===== config.mk =====
export PLATFORM = sky130hd
export DESIGN_NAME = snes_gamepad_reader_flat
export DESIGN_NICKNAME = d
export VERILOG_FILES = /design/src/rtl/snes_gamepad_reader_if.sv /design/src/rtl/snes_gamepad_reader.sv /design/src/flat_wrapper.sv
export SDC_FILE = /design/constraint.sdc
export NUM_CORES = 1
export LEC_CHECK = 0
export ABC_AREA = 1
export BUFFER_PORTS_ARGS = -buffer_cell sky130_fd_sc_hd__buf_2
export CAP_MARGIN = 10
export CORE_MARGIN = 1.5
export CORE_UTILIZATION = 45
export DETAILED_ROUTE_END_ITERATION = 7
export PLACE_DENSITY = 0.67
export SYNTH_ARGS = -nofsm -noshare
export SYNTH_HDL_FRONTEND = slang
export SYNTH_SLANG_ARGS = --single-unit

===== constraint.sdc =====
create_clock -name clock -period 1.6 [get_ports clock]
set_clock_uncertainty 0.05 [all_clocks]
set_input_delay 0.32 -clock clock [delete_from_list [all_inputs] [get_ports clock]]
set_output_delay 0.32 -clock clock [all_outputs]
set_load 0.02 [all_outputs]

===== src/rtl/snes_gamepad_reader_if.sv =====
// Signal bundle between the SNES gamepad reader, the pad connector and the frame logic.
// The master side is the reader; the slave side is the pad plus frame strobe source/consumer.
interface snes_gamepad_reader_if;
  logic        v_sync;
  logic        pad_data;
  logic        pad_latch;
  logic        pad_clk;
  logic [11:0] gamepad_input;
  logic [11:0] gamepad_pressed;
  logic        frame_valid;
  logic        busy;

  modport master (
    input  v_sync,
    input  pad_data,
    output pad_latch,
    output pad_clk,
    output gamepad_input,
    output gamepad_pressed,
    output frame_valid,
    output busy
  );

  modport slave (
    output v_sync,
    output pad_data,
    input  pad_latch,
    input  pad_clk,
    input  gamepad_input,
    input  gamepad_pressed,
    input  frame_valid,
    input  busy
  );
endinterface


===== src/rtl/snes_gamepad_reader.sv =====
// Once-per-frame serial reader for an SNES-style pad: latch, 16 shifted active-low bits,
// registered active-high 12-bit button vector plus one-cycle newly-pressed pulses.
module snes_gamepad_reader #(
  parameter int LATCH_CYCLES = 600,
  parameter int HALF_CYCLES  = 300
) (
  input  logic                  clock,
  input  logic                  reset,
  snes_gamepad_reader_if.master bus
);

  localparam int MAX_CYCLES = (LATCH_CYCLES > HALF_CYCLES) ? LATCH_CYCLES : HALF_CYCLES;
  localparam int CNT_W      = (MAX_CYCLES > 1) ? $clog2(MAX_CYCLES) : 1;

  localparam logic [CNT_W-1:0] LATCH_LAST = CNT_W'(LATCH_CYCLES - 1);
  localparam logic [CNT_W-1:0] HALF_LAST  = CNT_W'(HALF_CYCLES - 1);
  localparam logic [CNT_W-1:0] PHASE_ONE  = CNT_W'(1);

  typedef enum logic [2:0] {
    S_IDLE     = 3'd0,
    S_LATCH    = 3'd1,
    S_SETTLE   = 3'd2,
    S_CLK_LOW  = 3'd3,
    S_CLK_HIGH = 3'd4,
    S_DONE     = 3'd5
  } state_t;

  state_t           state_q, state_d;
  logic [CNT_W-1:0] phase_q, phase_d;
  logic [3:0]       bit_cnt_q, bit_cnt_d;
  logic [15:0]      shift_q, shift_d;
  logic             v_sync_q, v_sync_d;
  logic             pad_meta_q, pad_meta_d;
  logic             pad_sync_q, pad_sync_d;
  logic             pad_latch_q, pad_latch_d;
  logic             pad_clk_q, pad_clk_d;
  logic             busy_q, busy_d;
  logic [11:0]      gamepad_input_q, gamepad_input_d;
  logic [11:0]      gamepad_pressed_q, gamepad_pressed_d;
  logic             frame_valid_q, frame_valid_d;
  logic             start_s;

  assign start_s = bus.v_sync & ~v_sync_q;

  // Next-state, datapath and registered-output lookahead (pad lines derived from state_d).
  always_comb begin
    state_d           = state_q;
    phase_d           = phase_q + PHASE_ONE;
    bit_cnt_d         = bit_cnt_q;
    shift_d           = shift_q;
    v_sync_d          = bus.v_sync;
    pad_meta_d        = bus.pad_data;
    pad_sync_d        = pad_meta_q;
    gamepad_input_d   = gamepad_input_q;
    gamepad_pressed_d = 12'h000;
    frame_valid_d     = 1'b0;

    case (state_q)
      S_IDLE: begin
        bit_cnt_d = 4'd0;
        if (start_s) begin
          state_d = S_LATCH;
        end else begin
          state_d = S_IDLE;
        end
      end
      S_LATCH: begin
        if (phase_q == LATCH_LAST) begin
          state_d = S_SETTLE;
        end else begin
          state_d = S_LATCH;
        end
      end
      S_SETTLE: begin
        if (phase_q == HALF_LAST) begin
          shift_d = {pad_sync_q, shift_q[15:1]};
          state_d = S_CLK_LOW;
        end else begin
          state_d = S_SETTLE;
        end
      end
      S_CLK_LOW: begin
        if (phase_q == HALF_LAST) begin
          state_d = S_CLK_HIGH;
        end else begin
          state_d = S_CLK_LOW;
        end
      end
      S_CLK_HIGH: begin
        if (phase_q == HALF_LAST) begin
          shift_d   = {pad_sync_q, shift_q[15:1]};
          bit_cnt_d = bit_cnt_q + 4'd1;
          // bit_cnt_q == 14 means the bit being sampled now is bit 15
          if (bit_cnt_q == 4'd14) begin
            state_d = S_DONE;
          end else begin
            state_d = S_CLK_LOW;
          end
        end else begin
          state_d = S_CLK_HIGH;
        end
      end
      S_DONE: begin
        gamepad_input_d   = ~shift_q[11:0];
        gamepad_pressed_d = ~shift_q[11:0] & ~gamepad_input_q;
        frame_valid_d     = 1'b1;
        state_d           = S_IDLE;
      end
      default: begin
        state_d = S_IDLE;
      end
    endcase

    if ((state_d != state_q) || (state_q == S_IDLE)) begin
      phase_d = '0;
    end else begin
      phase_d = phase_d;
    end

    pad_latch_d = (state_d == S_LATCH);
    pad_clk_d   = (state_d != S_CLK_LOW);
    busy_d      = (state_d != S_IDLE);
  end

  // State, counters, synchronizers and registered outputs; reset aborts any read in progress.
  always_ff @(posedge clock) begin
    if (!reset) begin
      state_q           <= S_IDLE;
      phase_q           <= '0;
      bit_cnt_q         <= 4'd0;
      shift_q           <= 16'hFFFF;
      v_sync_q          <= 1'b1;
      pad_meta_q        <= 1'b1;
      pad_sync_q        <= 1'b1;
      pad_latch_q       <= 1'b0;
      pad_clk_q         <= 1'b1;
      busy_q            <= 1'b0;
      gamepad_input_q   <= 12'h000;
      gamepad_pressed_q <= 12'h000;
      frame_valid_q     <= 1'b0;
    end else begin
      state_q           <= state_d;
      phase_q           <= phase_d;
      bit_cnt_q         <= bit_cnt_d;
      shift_q           <= shift_d;
      v_sync_q          <= v_sync_d;
      pad_meta_q        <= pad_meta_d;
      pad_sync_q        <= pad_sync_d;
      pad_latch_q       <= pad_latch_d;
      pad_clk_q         <= pad_clk_d;
      busy_q            <= busy_d;
      gamepad_input_q   <= gamepad_input_d;
      gamepad_pressed_q <= gamepad_pressed_d;
      frame_valid_q     <= frame_valid_d;
    end
  end

  assign bus.pad_latch       = pad_latch_q;
  assign bus.pad_clk         = pad_clk_q;
  assign bus.busy            = busy_q;
  assign bus.gamepad_input   = gamepad_input_q;
  assign bus.gamepad_pressed = gamepad_pressed_q;
  assign bus.frame_valid     = frame_valid_q;

endmodule


===== src/flat_wrapper.sv =====
// flat-port wrapper written by rule: the top's interface ports become plain ports
module snes_gamepad_reader_flat 
#(
  parameter int LATCH_CYCLES = 600,
  parameter int HALF_CYCLES  = 300
)
  (clock, reset, bus_v_sync, bus_pad_data, bus_pad_latch, bus_pad_clk, bus_gamepad_input, bus_gamepad_pressed, bus_frame_valid, bus_busy);
  snes_gamepad_reader_if bus_i ();
  input  logic clock;
  input  logic reset;
  input wire logic [$bits(bus_i.v_sync)-1:0] bus_v_sync;
  input wire logic [$bits(bus_i.pad_data)-1:0] bus_pad_data;
  output wire logic [$bits(bus_i.pad_latch)-1:0] bus_pad_latch;
  output wire logic [$bits(bus_i.pad_clk)-1:0] bus_pad_clk;
  output wire logic [$bits(bus_i.gamepad_input)-1:0] bus_gamepad_input;
  output wire logic [$bits(bus_i.gamepad_pressed)-1:0] bus_gamepad_pressed;
  output wire logic [$bits(bus_i.frame_valid)-1:0] bus_frame_valid;
  output wire logic [$bits(bus_i.busy)-1:0] bus_busy;
  assign bus_i.v_sync = bus_v_sync;
  assign bus_i.pad_data = bus_pad_data;
  assign bus_pad_latch = bus_i.pad_latch;
  assign bus_pad_clk = bus_i.pad_clk;
  assign bus_gamepad_input = bus_i.gamepad_input;
  assign bus_gamepad_pressed = bus_i.gamepad_pressed;
  assign bus_frame_valid = bus_i.frame_valid;
  assign bus_busy = bus_i.busy;
  snes_gamepad_reader #(.LATCH_CYCLES(LATCH_CYCLES), .HALF_CYCLES(HALF_CYCLES)) u_core (.clock(clock), .reset(reset), .bus(bus_i));
endmodule

Word-level counts from Yosys, hierarchy flattened:

Cells that the tools add are included.

* $add $sub $neg: 2
* equality and inequality tests: 12
* multiplexer cells: 10
* bitwise gates (word level): 6
* reduce and logical (&&, ||, !) cells: 9

Operators by type and width (count)
* 12-bit inverter: 2
* 3-bit case mux with 5 select lines: 1
* 12-bit AND: 1
* 10-bit by 1-bit adder with 10-bit output (second input constant): 1
* 10-bit == test (second input constant): 1
* 10-bit by 9-bit == test with 1-bit output (second input constant): 1
* 3-bit two-way mux: 3
* 4-bit case mux with 2 select lines: 1
* 3-bit by 1-bit == test with 1-bit output (second input constant): 2
* 3-bit by 2-bit == test with 1-bit output (second input constant): 2
* 3-bit == test (second input constant): 2
* 2-bit AND reduction: 3
* 4-bit by 1-bit adder with 4-bit output (second input constant): 1
* 4-bit == test (second input constant): 1
* 4-bit two-way mux: 1
* 2-bit OR reduction: 2
* 3-bit zero test: 1
* 1-bit two-way mux: 3
* 3-bit by 2-bit inequality test with 1-bit output (second input constant): 1
* 3-bit inequality test: 1
* 3-bit nonzero test: 1
* 2-bit two-way mux: 1
* 2-bit by 1-bit inequality test with 1-bit output (second input constant): 1
* 1-bit inverter: 2
* other kinds (3): 3

* register bits: 64
* output and inout port bits: 28
* word-level logic and storage cells: 52

Depth between registers and ports, before layout:

* word-level depth: 7
* mapped depth: 11
* mapped depth without buffers: 11

Least setup slack after synthesis:

No wires, ideal clock.

* kind: reg2reg
* start: reg u_core.phase_q[0]
* end: reg u_core.shift_q[10]
* arrival: 1.383 ns
* required time: 1.420 ns
* setup slack: 0.037 ns
* stages on the path, launching flop included: 10
* buffers on the path: 1
* clock period less this slack: 1.563 ns
* cell sequence: dfxtp_1 -> ha_1 -> inv_2 -> nor2_2 -> inv_1 -> nor2_4 -> nand3_4 -> clkbuf_1 -> nand2_1 -> nand3_1

* word-level cells in the longest chain between the ends: 2

RTL lines
* start: declaration: RTL line snes_gamepad_reader.sv:29 `logic [CNT_W-1:0] phase_q, phase_d;`
* start signal: assignment: RTL line snes_gamepad_reader.sv:143 `phase_q <= phase_d;`
* 10-bit by 9-bit == test with 1-bit output: RTL line snes_gamepad_reader.sv:75, snes_gamepad_reader.sv:90
* 2-bit AND reduction (no line)
* end signal: assignment: RTL line snes_gamepad_reader.sv:145 `shift_q <= shift_d;`
* end: declaration: RTL line snes_gamepad_reader.sv:31 `logic [15:0] shift_q, shift_d;`

Every way passes these cells.
A chain may end at the register's enable or synchronous reset.

Final worst setup path:

* start: reg u_core.phase_q[1]
* end: reg u_core.phase_q[7]

* word-level cells in the longest chain between the ends: 6
* elaborated cells on any way between the ends: 11

RTL lines
* 10-bit by 9-bit == test with 1-bit output / 10-bit == test (equally long branches)
* 3-bit two-way mux (tied with other cells): RTL line snes_gamepad_reader.sv:90 `if (phase_q == HALF_LAST) begin`
* 3-bit case mux with 5 select lines: RTL line snes_gamepad_reader.sv:58 `case (state_q)`
* 3-bit inequality test: RTL line snes_gamepad_reader.sv:114 `if ((state_d != state_q) || (state_q == S_IDLE)) begin`
* 1-bit logical OR: RTL line snes_gamepad_reader.sv:114
* 2-bit OR reduction (no line)

Several ways; a longest one is shown, not always the timed one.

==> impl_metrics.csv <==
group,metric,value,unit
worst_setup_path,cp-start-kind,"register",
layout,fillers,491,
clock_network,path_clk_slew,70,ps
sta,slew_viol_final,0,
clock_network,cts_buffers,9,
drt,dr.first_iter.drc_count,81,
grt,grt_pass1_wl,8660,um
layout,syn2layout_area_growth,25.8,%
sta,worst_pin_slew,340,ps
worst_setup_path,critical_path.top_delay_family,"simple AND/OR/NAND/NOR gates",
worst_setup_path,critPathBufInv,2,
grt,first_global_vias,1981,
sta,fmax,647,MHz
sta,final.setup.tns,0,ps
floorplanning,die_y,77.2,um
drt,via_per_inst,4.97,
grt,antenna_found_initial,0,
sta,rsz0062_at_grt,"true",
worst_setup_path,ff2ff_setup_slack,50,ps
clock_network,clock-root-buffer,"clkbuf_8",
place,postPlaceCellArea,0.00276,mm^2
synthesis,synth_cells,309,
clock_network,insertion_delay,330,ps
clock_network,cts_tree,"yes",
synthesis,yosys_warnings,0,
worst_setup_path,path_cells,"ha_4, inv_4, nor2_4, inv_2, nor2_4, nand3_4, nand2_4, nor2_4, nand2_4, nand3_4, nor2_2",
power_and_ir_drop,cellPowerDensity,980,mW/mm^2
clock_network,htreeDepth,3,
floorplanning,core,0.00520,mm^2
drt,drt-wirelength-per-cell,12.3,um
job,maxCapViolCount,0,
sta,max_slew_margin,77.1,%
clock_network,hold_buffers,0,
worst_setup_path,worstSetupPathType,"reg -> reg",
worst_setup_path,cpMostUsedCell,"nor2_4",
sta,fin_crit_sh,96.6,%
worst_setup_path,required,1830,ps
synthesis,ys_seq_elements,64,
worst_setup_path,critical-path-slowest-cell,"dfxtp_2",
worst_setup_path,end_kind,"register",
synthesis,synth.distinct_cells,24,
layout,drive_above_1_share,29.8,%
drt,drt_first_pass_iters,4,
power_and_ir_drop,peakVddDrop,498,uV
grt,track_usage,18.4,%
sta,hold_violations,0,
synthesis,synthesis.area,0.00248,mm^2
place,portBuffers,31,
drt,antenna_left,0,
grt,grt_overflow,0,
sta,fin_crit,1550,ps
floorplanning,io-pin-count,32,
status,status,"finished clean",
worst_setup_path,path_max_fanout,5,
drt,drc_errors,0,
place,hpwlAfterDp,3370,um
worst_setup_path,cpPeakStageDelay,350,ps
floorplanning,initial_core_util,47.6,%
power_and_ir_drop,total_power,0.00305,W
drt,via_count,2154,
layout,fin_nets,365,
floorplanning,fp.dieArea,0.00596,mm^2
synthesis,yosysSeqAreaShare,51.7,%
layout,most-common-layout-cells,"nand2_1, dfxtp_1, nand3_1",
worst_setup_path,crit_arrival,1770,ps
layout,final_cell_area,0.00312,mm^2
layout,antenna_cells,0,
layout,final_common_cell,"nand2_1",
clock_network,cts.sinks,64,
power_and_ir_drop,p_leak,1.34,nW
grt,grt_max_degree,33,
clock_network,cts_buffer_depth,2,
place,gp_congestion,0.840,
floorplanning,dieWidth,77.2,um
synthesis,syn_nets,316,
hold_path,hold_path_class,"in -> reg",
synthesis,avgSynthCellArea,8.01,um^2
floorplanning,rows,26,
sta,report.final.setup_viol,0,
drt,routed_wl,5330,um
worst register-to-register path: stages, from the launching register on:
cell and delay (ps):
dfxtp_2 350, ha_4 170, inv_4 40, nor2_4 90
inv_2 50, nor2_4 110, nand3_4 110, nand2_4 110
nor2_4 60, nand2_4 100, nand3_4 130, nor2_2 120
cell type report:
| type | count | area, um^2 | share of cell area, % |
|---|---|---|---|
| repair buffers | 44 | 253 | 8.11 |
| clock inverters | 5 | 56.3 | 1.81 |
| well taps | 70 | 87.6 | 2.81 |
| inverters | 26 | 104 | 3.33 |
| flip-flops and latches | 64 | 1300 | 41.6 |
| multi-input cells | 211 | 1160 | 37.3 |
| repair inverters | 2 | 15.0 | 0.482 |
| clock buffers | 11 | 141 | 4.54 |
timing repair:
item	in CTS	in global routing
resized for setup	8	35
hold endpoints to repair	0	0
cloned	1	2
buffers inserted	0	2
setup endpoints to repair	10	47
pin swaps	0	9
registers in the layout (all words and copies together), names as in the netlist:
name and cells:
u_core.v_sync_q 1, u_core.bit_cnt_q 4, u_core.bus.gamepad_input 12, u_core.bus.gamepad_pressed 12, u_core.bus.busy 1, u_core.shift_q 16
u_core.bus.pad_latch 1, u_core.bus.pad_clk 1, u_core.pad_sync_q 1, u_core.state_q 3, u_core.phase_q 10, u_core.bus.frame_valid 1
u_core.pad_meta_q 1
kinds of logic (layout without fill, tap and decap cells):
logic type / count (synthesis) / count (layout) / synth area share, %
flip-flops: 64 / 64 / 51.7
buffers and inverters: 35 / 88 / 5.61
AND/OR/NAND/NOR: 179 / 180 / 34.0
XOR/XNOR: 9 / 9 / 3.18
adder cells (fa/ha/maj): 3 / 3 / 1.52
AO/OA/AOI/OAI: 19 / 19 / 3.94
routing by layer:
metal  global-route usage, %  part of all wire (%)  vias to the layer above
met5                       0                     0                        -
met4                    6.55                   1.5                        0
met3                    6.43                   4.0                        8
met2                    31.0                    49                       44
met1                    21.5                    46                     1007
li1                        -                     -                     1095
Yosys cell counts:
cell | n | area, um^2
a21oi_1 | 4 | 20.0
buf_2 | 3 | 15.0
buf_4 | 1 | 7.51
clkbuf_1 | 5 | 18.8
dfxtp_1 | 64 | 1280
ha_1 | 3 | 37.5
inv_1 | 23 | 86.3
inv_2 | 3 | 11.3
nand2_1 | 66 | 248
nand2_2 | 2 | 12.5
nand2_4 | 1 | 11.3
nand3_1 | 43 | 215
nand3_2 | 1 | 10.0
nand3_4 | 2 | 35.0
nand4_1 | 2 | 12.5
nor2_1 | 35 | 131
nor2_2 | 3 | 18.8
nor2_4 | 4 | 45.0
nor3_1 | 18 | 90.1
o21a_1 | 1 | 7.51
o21ai_0 | 14 | 70.1
or2_2 | 2 | 12.5
xnor2_1 | 1 | 8.76
xor2_1 | 8 | 70.1
where the power goes:
part | total [W] | leakage, nW | switching (W) | internal, W
combinational | 0.0000722 | 0.721 | 0.0000498 | 0.0000224
clock | 0.00138 | 0.0993 | 0.000619 | 0.000759
sequential | 0.00160 | 0.522 | 0.00000476 | 0.00160
metrics by stage:
stage	hold WS, ps	cells	worst slack [ps]	util (%)
finish	127	433	54.4	59.9
global route	116	433	-63.8	59.9
CTS	116	429	16.6	57.7
detailed placement	360	412	-22.1	53.0
global placement	347	412	-1.48	53.0
floorplan	343	309	36.9	-
path summary, 6_finish.rpt:
check | start | to | cells past startpoint
setup / recovery | u_core.phase_q[1] | u_core.phase_q[7] | 11
hold / removal | bus_pad_data | u_core.pad_meta_q | 2
setup reg to reg | u_core.phase_q[1] | u_core.phase_q[7] | 11
hold reg to reg | u_core.pad_meta_q | u_core.pad_sync_q | 1
Power figures use the tool's default switching activity.
